<file path="src/rtl/fixed_point_pkg.sv">
// Shared definitions for the fixed-point arithmetic units.
package fixed_point_pkg;

    localparam int unsigned FP_WIDTH = 16;
    localparam int unsigned FP_FRAC  = 8;

    typedef enum logic [1:0] {
        IDLE,
        DIVIDE,
        FIX,
        DONE
    } fp_state_t;

    // Largest positive two's complement value of the given width (0x7F..F).
    function automatic logic [63:0] fp_max(input int unsigned width);
        return (64'd1 << (width - 1)) - 64'd1;
    endfunction

    // Bit pattern of the most negative value of the given width (0x80..0).
    function automatic logic [63:0] fp_min(input int unsigned width);
        return 64'd1 << (width - 1);
    endfunction

endpackage

</file>
<file path="src/rtl/fixed_point_saturate.sv">
// Applies a sign to an unsigned magnitude and clamps it into a signed WIDTH word.
module fixed_point_saturate
    import fixed_point_pkg::*;
#(
    parameter int unsigned WIDTH = FP_WIDTH,
    parameter int unsigned MAG_W = FP_WIDTH + FP_FRAC
) (
    input  logic             i_sign,
    input  logic [MAG_W-1:0] i_mag,
    output logic [WIDTH-1:0] o_result,
    output logic             o_overflow
);

    localparam logic [WIDTH-1:0] W_MAX   = WIDTH'(fp_max(WIDTH));
    localparam logic [WIDTH-1:0] W_MIN   = WIDTH'(fp_min(WIDTH));
    localparam logic [MAG_W-1:0] POS_LIM = MAG_W'(W_MAX);
    localparam logic [MAG_W-1:0] NEG_LIM = MAG_W'(W_MIN);

    // Clamp positive magnitudes above MAX and negative magnitudes above |MIN|.
    always_comb begin
        o_result   = '0;
        o_overflow = 1'b0;
        if (!i_sign) begin
            if (i_mag > POS_LIM) begin
                o_result   = W_MAX;
                o_overflow = 1'b1;
            end else begin
                o_result = i_mag[WIDTH-1:0];
            end
        end else begin
            if (i_mag > NEG_LIM) begin
                o_result   = W_MIN;
                o_overflow = 1'b1;
            end else if (i_mag == NEG_LIM) begin
                o_result = W_MIN;
            end else begin
                o_result = '0 - i_mag[WIDTH-1:0];
            end
        end
    end

endmodule

</file>
<file path="src/rtl/fixed_point_divider.sv">
// Sequential signed fixed-point divider: restoring division on magnitudes,
// one quotient bit per cycle, followed by sign application and saturation.
module fixed_point_divider
    import fixed_point_pkg::*;
#(
    parameter int unsigned WIDTH = FP_WIDTH,
    parameter int unsigned FRAC  = FP_FRAC
) (
    input  logic             clk,
    input  logic             rst_n,
    input  logic [WIDTH-1:0] a,
    input  logic [WIDTH-1:0] b,
    input  logic             start,
    output logic [WIDTH-1:0] result,
    output logic             overflow,
    output logic             div_by_zero,
    output logic             busy,
    output logic             done
);

    localparam int unsigned QW    = WIDTH + FRAC;
    localparam int unsigned CNT_W = (QW > 1) ? $clog2(QW) : 1;
    localparam logic [CNT_W-1:0] CNT_INIT = CNT_W'(QW - 1);

    fp_state_t        r_state;
    fp_state_t        w_next_state;
    logic             r_sign;
    logic             r_dbz;
    logic [WIDTH-1:0] r_divisor;
    logic [QW-1:0]    r_dividend;
    logic [WIDTH:0]   r_rem;
    logic [QW-1:0]    r_quot;
    logic [CNT_W-1:0] r_cnt;
    logic [WIDTH-1:0] r_result;
    logic             r_overflow;
    logic             r_div_by_zero;

    logic             w_start_ok;
    logic [WIDTH-1:0] w_abs_a;
    logic [WIDTH-1:0] w_abs_b;
    logic [WIDTH:0]   w_trial;
    logic [WIDTH:0]   w_diff;
    logic             w_ge;
    logic [QW-1:0]    w_sat_mag;
    logic [WIDTH-1:0] w_sat_result;
    logic             w_sat_ovf;

    assign w_start_ok = start && (r_state == IDLE || r_state == DONE);
    assign w_abs_a    = a[WIDTH-1] ? '0 - a : a;
    assign w_abs_b    = b[WIDTH-1] ? '0 - b : b;

    // The remainder stays below the divisor, so only its low WIDTH bits feed the shift.
    assign w_trial = {r_rem[WIDTH-1:0], r_dividend[QW-1]};
    assign w_diff  = w_trial - {1'b0, r_divisor};
    assign w_ge    = r_rem[WIDTH] || (w_trial >= {1'b0, r_divisor});

    // Divide-by-zero reuses the saturator: an all-ones magnitude clamps toward the sign of a.
    assign w_sat_mag = r_dbz ? '1 : r_quot;

    fixed_point_saturate #(
        .WIDTH (WIDTH),
        .MAG_W (QW)
    ) u_saturate (
        .i_sign     (r_sign),
        .i_mag      (w_sat_mag),
        .o_result   (w_sat_result),
        .o_overflow (w_sat_ovf)
    );

    // State register.
    always_ff @(posedge clk or negedge rst_n) begin
        if (!rst_n) r_state <= IDLE;
        else        r_state <= w_next_state;
    end

    // Next-state logic.
    always_comb begin
        w_next_state = r_state;
        case (r_state)
            IDLE, DONE: if (start) w_next_state = (b == '0) ? FIX : DIVIDE;
            DIVIDE:     if (r_cnt == '0) w_next_state = FIX;
            FIX:        w_next_state = DONE;
            default:    w_next_state = IDLE;
        endcase
    end

    // Operand capture, restoring division steps and output registration.
    always_ff @(posedge clk or negedge rst_n) begin
        if (!rst_n) begin
            r_sign        <= 1'b0;
            r_dbz         <= 1'b0;
            r_divisor     <= '0;
            r_dividend    <= '0;
            r_rem         <= '0;
            r_quot        <= '0;
            r_cnt         <= '0;
            r_result      <= '0;
            r_overflow    <= 1'b0;
            r_div_by_zero <= 1'b0;
        end else if (w_start_ok) begin
            r_sign     <= a[WIDTH-1] ^ b[WIDTH-1];
            r_dbz      <= (b == '0);
            r_divisor  <= w_abs_b;
            r_dividend <= QW'(w_abs_a) << FRAC;
            r_rem      <= '0;
            r_quot     <= '0;
            r_cnt      <= CNT_INIT;
        end else if (r_state == DIVIDE) begin
            r_rem      <= w_ge ? w_diff : w_trial;
            r_quot     <= {r_quot[QW-2:0], w_ge};
            r_dividend <= r_dividend << 1;
            r_cnt      <= r_cnt - 1'b1;
        end else if (r_state == FIX) begin
            r_result      <= w_sat_result;
            r_overflow    <= w_sat_ovf | r_dbz;
            r_div_by_zero <= r_dbz;
        end
    end

    assign result      = r_result;
    assign overflow    = r_overflow;
    assign div_by_zero = r_div_by_zero;
    assign busy        = (r_state == DIVIDE) || (r_state == FIX);
    assign done        = (r_state == DONE);

endmodule
</file>
<file path="config.mk">
export PLATFORM = sky130hd
export DESIGN_NAME = fixed_point_divider
export DESIGN_NICKNAME = d
export VERILOG_FILES = /design/src/rtl/fixed_point_pkg.sv /design/src/rtl/fixed_point_saturate.sv /design/src/rtl/fixed_point_divider.sv
export SDC_FILE = /design/constraint.sdc
export NUM_CORES = 1
export LEC_CHECK = 0
export CORE_AREA = 4 4 126 128
export CTS_BUF_LIST = sky130_fd_sc_hd__clkbuf_16
export DETAILED_ROUTE_END_ITERATION = 6
export DIE_AREA = 0 0 130 132
export DONT_BUFFER_PORTS = 1
export GPL_ROUTABILITY_DRIVEN = 0
export GPL_TIMING_DRIVEN = 0
export SETUP_SLACK_MARGIN = 0.02
export SYNTH_ARGS = -nofsm -noshare
export SYNTH_HDL_FRONTEND = slang
export SYNTH_SLANG_ARGS = --single-unit
</file>
<file path="constraint.sdc">
create_clock -name clk -period 3.1 [get_ports clk]
set_input_delay 0.31 -clock clk [delete_from_list [all_inputs] [get_ports clk]]
set_output_delay 0.31 -clock clk [all_outputs]
set_load 0.02 [all_outputs]
</file>
==> results of run 1 <==
[flip-flops by register name (all words and copies together), names as in the netlist, 2 cells and up]
register	count
result	16
r_state	2
r_divisor	16
r_quot	24
r_dividend	16
r_rem	17
r_cnt	5
[logic make-up after synthesis]
logic type / Yosys count
simple gates: 234
compound gates: 194
flops: 100
buf+inv: 87
mux: 59
xor+xnor: 39
fa+ha+maj: 26
[routing by layer]
metal	up-vias	routed length, um
met3	30	858
met2	192	7276
met4	0	405
met5	-	0
met1	2609	7449
li1	2668	-
[synthesized netlist by cell type, drive strengths merged (5+ instances only)]
cell	n	share of area [%]
dfrtp	100	38
o21ai	77	5.9
nand2	71	4.1
nor2	67	3.9
mux2i	52	8.0
a21oi	47	3.6
inv	41	2.4
clkbuf	36	2.1
ha	25	4.8
xnor2	20	2.7
xor2	19	2.6
nand3	18	1.4
nor3	13	1.0
o31ai	10	1.2
buf	9	0.77
nand4	8	0.87
o311ai	8	1.1
a21o	7	0.81
mux2	7	1.3
nor4	7	0.67
o41ai	6	1.1
or3	6	0.58
a31oi	5	0.48
and3	5	0.48
nand2b	5	0.48
or4	5	0.58
[critical path: stages, from the launching register on]
cell	delay (ps)
dfrtp_2	450
or2_2	320
inv_1	80
ha_1	260
or4b_1	490
nor4bb_1	280
buf_2	210
nand3_1	120
nor2b_1	150
o311ai_0	300
o21ai_0	140
[power groups by stage]
stage	Sequential (mW)	Combinational, mW	Clock [mW]
after floorplan	2.17	3.87	0
after global placement	2.25	4.82	0
after detailed placement	2.28	4.92	0
after CTS	2.25	4.98	1.17
after global routing	2.32	5.65	1.23
final	2.25	5.05	1.15
[repair_timing]
action                     4_1_cts  5_1_grt
hold endpoints to repair       100        0
setup endpoints to repair        5        4
setup buffers                    0        3
gates resized for setup          1        1
hold buffers                     2        0
pin swaps                        0        0
[stage by stage]
step           util [%]  instance area [um2]  setup TNS [ps]  hold slack (ps)
2_1_floorplan         -                 6506               0            14.41
3_3_place_gp      45.35                 6741          -375.0            18.01
3_5_place_dp      45.35                 6741          -508.3            17.67
4_1_cts           47.58                 7072               0            132.8
5_1_grt           47.81                 7107          -28.22            149.2
6_report          47.81                 7107               0            140.0
[worst paths after layout]
kind	end	slack, ps	depth (start not counted)
setup / recovery	result[12]	180	10
hold / removal	r_dividend[23]	140	2
setup reg to reg	result[12]	180	10
hold reg to reg	r_divisor[11]	480	2
max in group asynchronous	r_dbz	2140	2
min in group asynchronous	r_rem[7]	520	2
[cell type report]
type	count	area share (%)
multi-input combinational	552	51.67
sequential	100	35.23
buffer	43	2.518
tap	188	3.310
timing repair buffer	5	0.8451
clock inverter	7	1.039
inverter	42	2.218
clock buffer	9	3.169
==> impl_metrics.ini, run 1 <==
[drt]
first_pass_iters = 7
vias = 5499
drc_errors = 3
drt_iter0_drc = 385
viasPerCell = 5.813
drt-total-wl_um = 15990
wl_per_cell_um = 16.90
postRouteAntennaNets = 0

[sta]
finalSetupViolations = 0
slew_violations = 0
finalWorstSetupSlack_ps = 184.2
finClkSkew_ps = 8.601
fin_crit_ps = 2916
timing.slew.headroom_pct = 53.58
rsz0062_at_grt = true
finalHoldViolCount = 0
timing.final.crit_share_pct = 94.06
max_freq_ghz = 0.3430
worst_pin_slew_ps = 696.3

[placement]
numPlacedInstances = 927
port-buffer-count = 0
dp_hpwl_um = 11920
pre_cts_ws_ps = -215.8

[floorplanning]
die_y_um = 132
dieWidth_um = 130
row_count = 45
coreArea_um2 = 14860
start_util_pct = 43.77
ios = 55
fp.dieArea_um2 = 17160

[setup_path]
critPathCaptureType = register
cp_max_fo = 6
r2r_start = r_dbz
crit_start = r_dbz
required_ps = 3320
critPathKind = register to register
start_kind = register
cp.arrival_ps = 3130

[cells_and_area]
antennaDiodeCount = 0
multiInputGateArea_um2 = 3672
final_layout_size_suffix_gt1_share_pct = 5.937
layout_commonest_cell = dfrtp_1
final_cell_mix = dfrtp_1 (99), o21ai_0 (73), nand2_1 (71), nor2_1 (67), mux2i_1 (52)
final_cell_count_no_fill = 946
areaGrowthSynthToFinish_pct = 9.231
regArea_um2 = 2504
fin_nets = 814
num-fill-cells = 1454

[yosys]
synth_top_family_by_area = compound AO/OA/AOI/OAI gates
synth_edf_count = 0
ys_ff_latch = 100
yosys.area_share.simple_pct = 17.75
synthArstFlopShare_pct = 100.0
yosys.cell_types.count = 72
synthFlopType = dfrtp_1
synth_cells = 739
ys_seq_area_share_pct = 38.46
synthAdderAreaFrac_pct = 5.115
muxShareOfSynthArea_pct = 9.327
ys_warn_count = 0
synth.net_count = 800
syn_area_um2 = 6506
synth_compound_area_share_pct = 18.81
syn_area_per_cell_um2 = 8.804
synth_xor_area_share_pct = 5.250

[grt]
busiest_layer = met2
use_met2_pct = 29.11
use_met1_pct = 27.05
grt_antenna_before_repair = 0
grt_overflow = 0
grt_usage_pct = 19.04
grt_pass1_wl_um = 26730
grt_max_degree = 101
use_met3_pct = 3.404
first_global_vias = 5413

[clock_network]
cts_tree = built
htreeDepth = 3
clock_latency_ps = 350
clkTransAtPathRegs_ps = 70
cts_inserted_buffers = 9
clock_path_buffers = 2
root_buffer = clkbuf_16
cts.sinks = 100

[run_status]
violations = design-rule violations
status = finished with violations

[worst_hold_path]
min-delay-start = a[14]
hold_path.class = input port to register

[power]
totalPowerFinal_mw = 8.447
max-vdd-ir-drop_mv = 0.3846
p_leak_nw = 3.136
switching_share_pct = 47.86
p_sw_mw = 4.043
p_per_area_nw_per_um2 = 1189
pwr-share-clk_pct = 13.6
p_int_mw = 4.404
combPwrFrac_pct = 59.8
p_seq_share_pct = 26.7

[job]
cap_violations = 0
Note: power is estimated with default switching activity, not from simulation.
==> run 2, diff against run 1 <==
--- a/config.mk
+++ b/config.mk
@@ -5,6 +5,7 @@
 export SDC_FILE = /design/constraint.sdc
 export NUM_CORES = 1
 export LEC_CHECK = 0
+export CAP_MARGIN = 0
 export CORE_AREA = 4 4 126 128
 export CTS_BUF_LIST = sky130_fd_sc_hd__clkbuf_16
 export DETAILED_ROUTE_END_ITERATION = 6
@@ -12,7 +13,7 @@
 export DONT_BUFFER_PORTS = 1
 export GPL_ROUTABILITY_DRIVEN = 0
 export GPL_TIMING_DRIVEN = 0
-export SETUP_SLACK_MARGIN = 0.02
 export SYNTH_ARGS = -nofsm -noshare
 export SYNTH_HDL_FRONTEND = slang
 export SYNTH_SLANG_ARGS = --single-unit
+export TNS_END_PERCENT = 20
==> run 2 against run 1 <==
  * Combinational power about the same
  * Worst hold slack better by 2.6 ps
  * Clock skew down 0.52 ps
  * Count of clock-buffer cells in the layout unchanged
  * Routed wire length down 0.18%
  * The flow now finishes without violations
  * Final cell count unchanged
  * First-iteration DRC count up 14%
  * Power down 0.17%
  * Sequential power about the same
  * Sequential share of layout area up 0.062 points
  * Global-route usage unchanged
==> impl_metrics.ini, run 2 (synthesis results as in run 1) <==
[setup_path]
cp.arrival_ps = 3240
crit_cells = 9
slowest_delay_ps = 560
rr_worst_depth = 9
worst-path-buf-inv = 2
required_ps = 3360
crit_start = r_divisor[14]
cp_max_fo = 10
crit_path_end = r_rem[0]
critPathKind = register to register
r2r_start = r_divisor[14]
crit_chain = inv_1 > ha_1 > a21o_1 > a2111oi_2 > o41ai_4 > nor4b_4 > buf_6 > mux2_4 > a21oi_1
crit_family = compound AO/OA/AOI/OAI gates
crit_path_top_delay_cell = a2111oi_2
critPathCaptureType = register
start_kind = register
worstReg2RegEnd = r_rem[0]
r2r_slack_ps = 130

[sta]
timing.final.crit_share_pct = 95.92
finalSetupViolations = 0
finalHoldViolCount = 0
timing.slew.headroom_pct = 53.55
finClkSkew_ps = 8.082
worst_pin_slew_ps = 694.2
max_freq_ghz = 0.3363
fin_tns_setup_ps = 0
slew_violations = 0
fin_crit_ps = 2974

[power]
p_int_mw = 4.394
p_sw_mw = 4.039
pwr-share-clk_pct = 13.6
combPwrFrac_pct = 59.8
totalPowerFinal_mw = 8.433
p_per_area_nw_per_um2 = 1189
p_seq_share_pct = 26.7
max-vdd-ir-drop_mv = 0.3815
switching_share_pct = 47.89
p_leak_nw = 3.134

[drt]
postRouteAntennaNets = 0
drt-total-wl_um = 15960
viasPerCell = 5.797
first_pass_iters = 5
wl_per_cell_um = 16.87
drt_iter0_drc = 438
drc_errors = 0
vias = 5484

[cells_and_area]
final_cell_mix = dfrtp_1 (99), o21ai_0 (73), nand2_1 (71), nor2_1 (67), mux2i_1 (52)
regMostFlops = r_quot
final_cell_count_no_fill = 946
largestRegisters = r_quot x24, r_rem x17
areaGrowthSynthToFinish_pct = 9.038
utilization_pct = 47.73
antennaDiodeCount = 0
layout_commonest_cell = dfrtp_1
largest_reg_flops = 24
fin_nets = 814
final_layout_size_suffix_gt1_share_pct = 5.937

[floorplanning]
coreArea_um2 = 14860
row_count = 45
ios = 55
die_y_um = 132
dieWidth_um = 130
start_util_pct = 43.77
fp.dieArea_um2 = 17160

[grt]
first_global_vias = 5413
grt_max_degree = 101
grt_antenna_before_repair = 0
grt_usage_pct = 19.04
grt_overflow = 0
grt_pass1_wl_um = 26730

[clock_network]
cts.sinks = 100
cts_tree = built
clkTransAtPathRegs_ps = 70
clock_latency_ps = 350
root_buffer = clkbuf_16
cts_inserted_buffers = 9
htreeDepth = 3
clock_path_buffers = 2

[job]
cap_violations = 0

[worst_hold_path]
hold_path.class = input port to register

[placement]
port-buffer-count = 0
numPlacedInstances = 927
dp_hpwl_um = 11920

[run_status]
status = completed
run 2: cell type report:
cell class              count  area (um2)
plain buffers              43       178.9
clock buffers               9       225.2
clock inverters             7       73.82
fillers                  1455        7770
inverters                  42       157.7
multi-input cells         552        3660
flip-flops and latches    100        2504
well taps                 188       235.2
repair buffers              5       60.06
run 2: worst register-to-register path, stage by stage (launching register included):
cell       delay [ps]
dfrtp_1           350
inv_1              70
ha_1              310
a21o_1            220
a2111oi_2         560
o41ai_4           240
nor4b_4           440
buf_6             230
mux2_4            310
a21oi_1           150
run 2: timing repair:
item | 4_1_cts | 5_1_grt
endpoints found under the hold margin | 100 | 0
pin swaps | 0 | 0
buffers inserted | 0 | 3
setup endpoints to repair | 5 | 5
hold buffers | 2 | 0
gates resized for setup | 0 | 1
run 2: worst min path at each step:
stage                     end  depth (start not counted)   from
2_1_floorplan     div_by_zero                          0  rst_n
3_3_place_gp         r_rem[7]                          0  rst_n
3_5_place_dp         r_rem[7]                          0  rst_n
4_1_cts        r_dividend[23]                          2  a[14]
5_1_grt        r_dividend[23]                          2  a[14]
6_report       r_dividend[23]                          2  a[14]
run 2: routing by layer:
metal	vias to the layer above	wire (um)	global-route usage (%)
met5	-	0	0
met4	0	373	6.755
met3	28	864	3.404
met2	182	7269	29.11
met1	2607	7453	27.05
li1	2667	-	-
run 2: power by group through the flow:
stage	Sequential [mW]	Clock [mW]	Combinational, mW
detailed placement	2.28	0	4.92
floorplan	2.17	0	3.87
CTS	2.25	1.17	4.98
global placement	2.25	0	4.82
global route	2.32	1.23	5.64
finish	2.25	1.14	5.04
run 2: through the flow:
stage                     cell area [um2]  hold slack (ps)  setup WS [ps]
after CTS                            7071            132.8          6.546
final                                7094            142.6          126.4
after global routing                 7094            149.2         -28.22
after detailed placement             6741            17.67         -215.8
after floorplan                      6506            14.41          237.9
after global placement               6741            18.01         -191.6
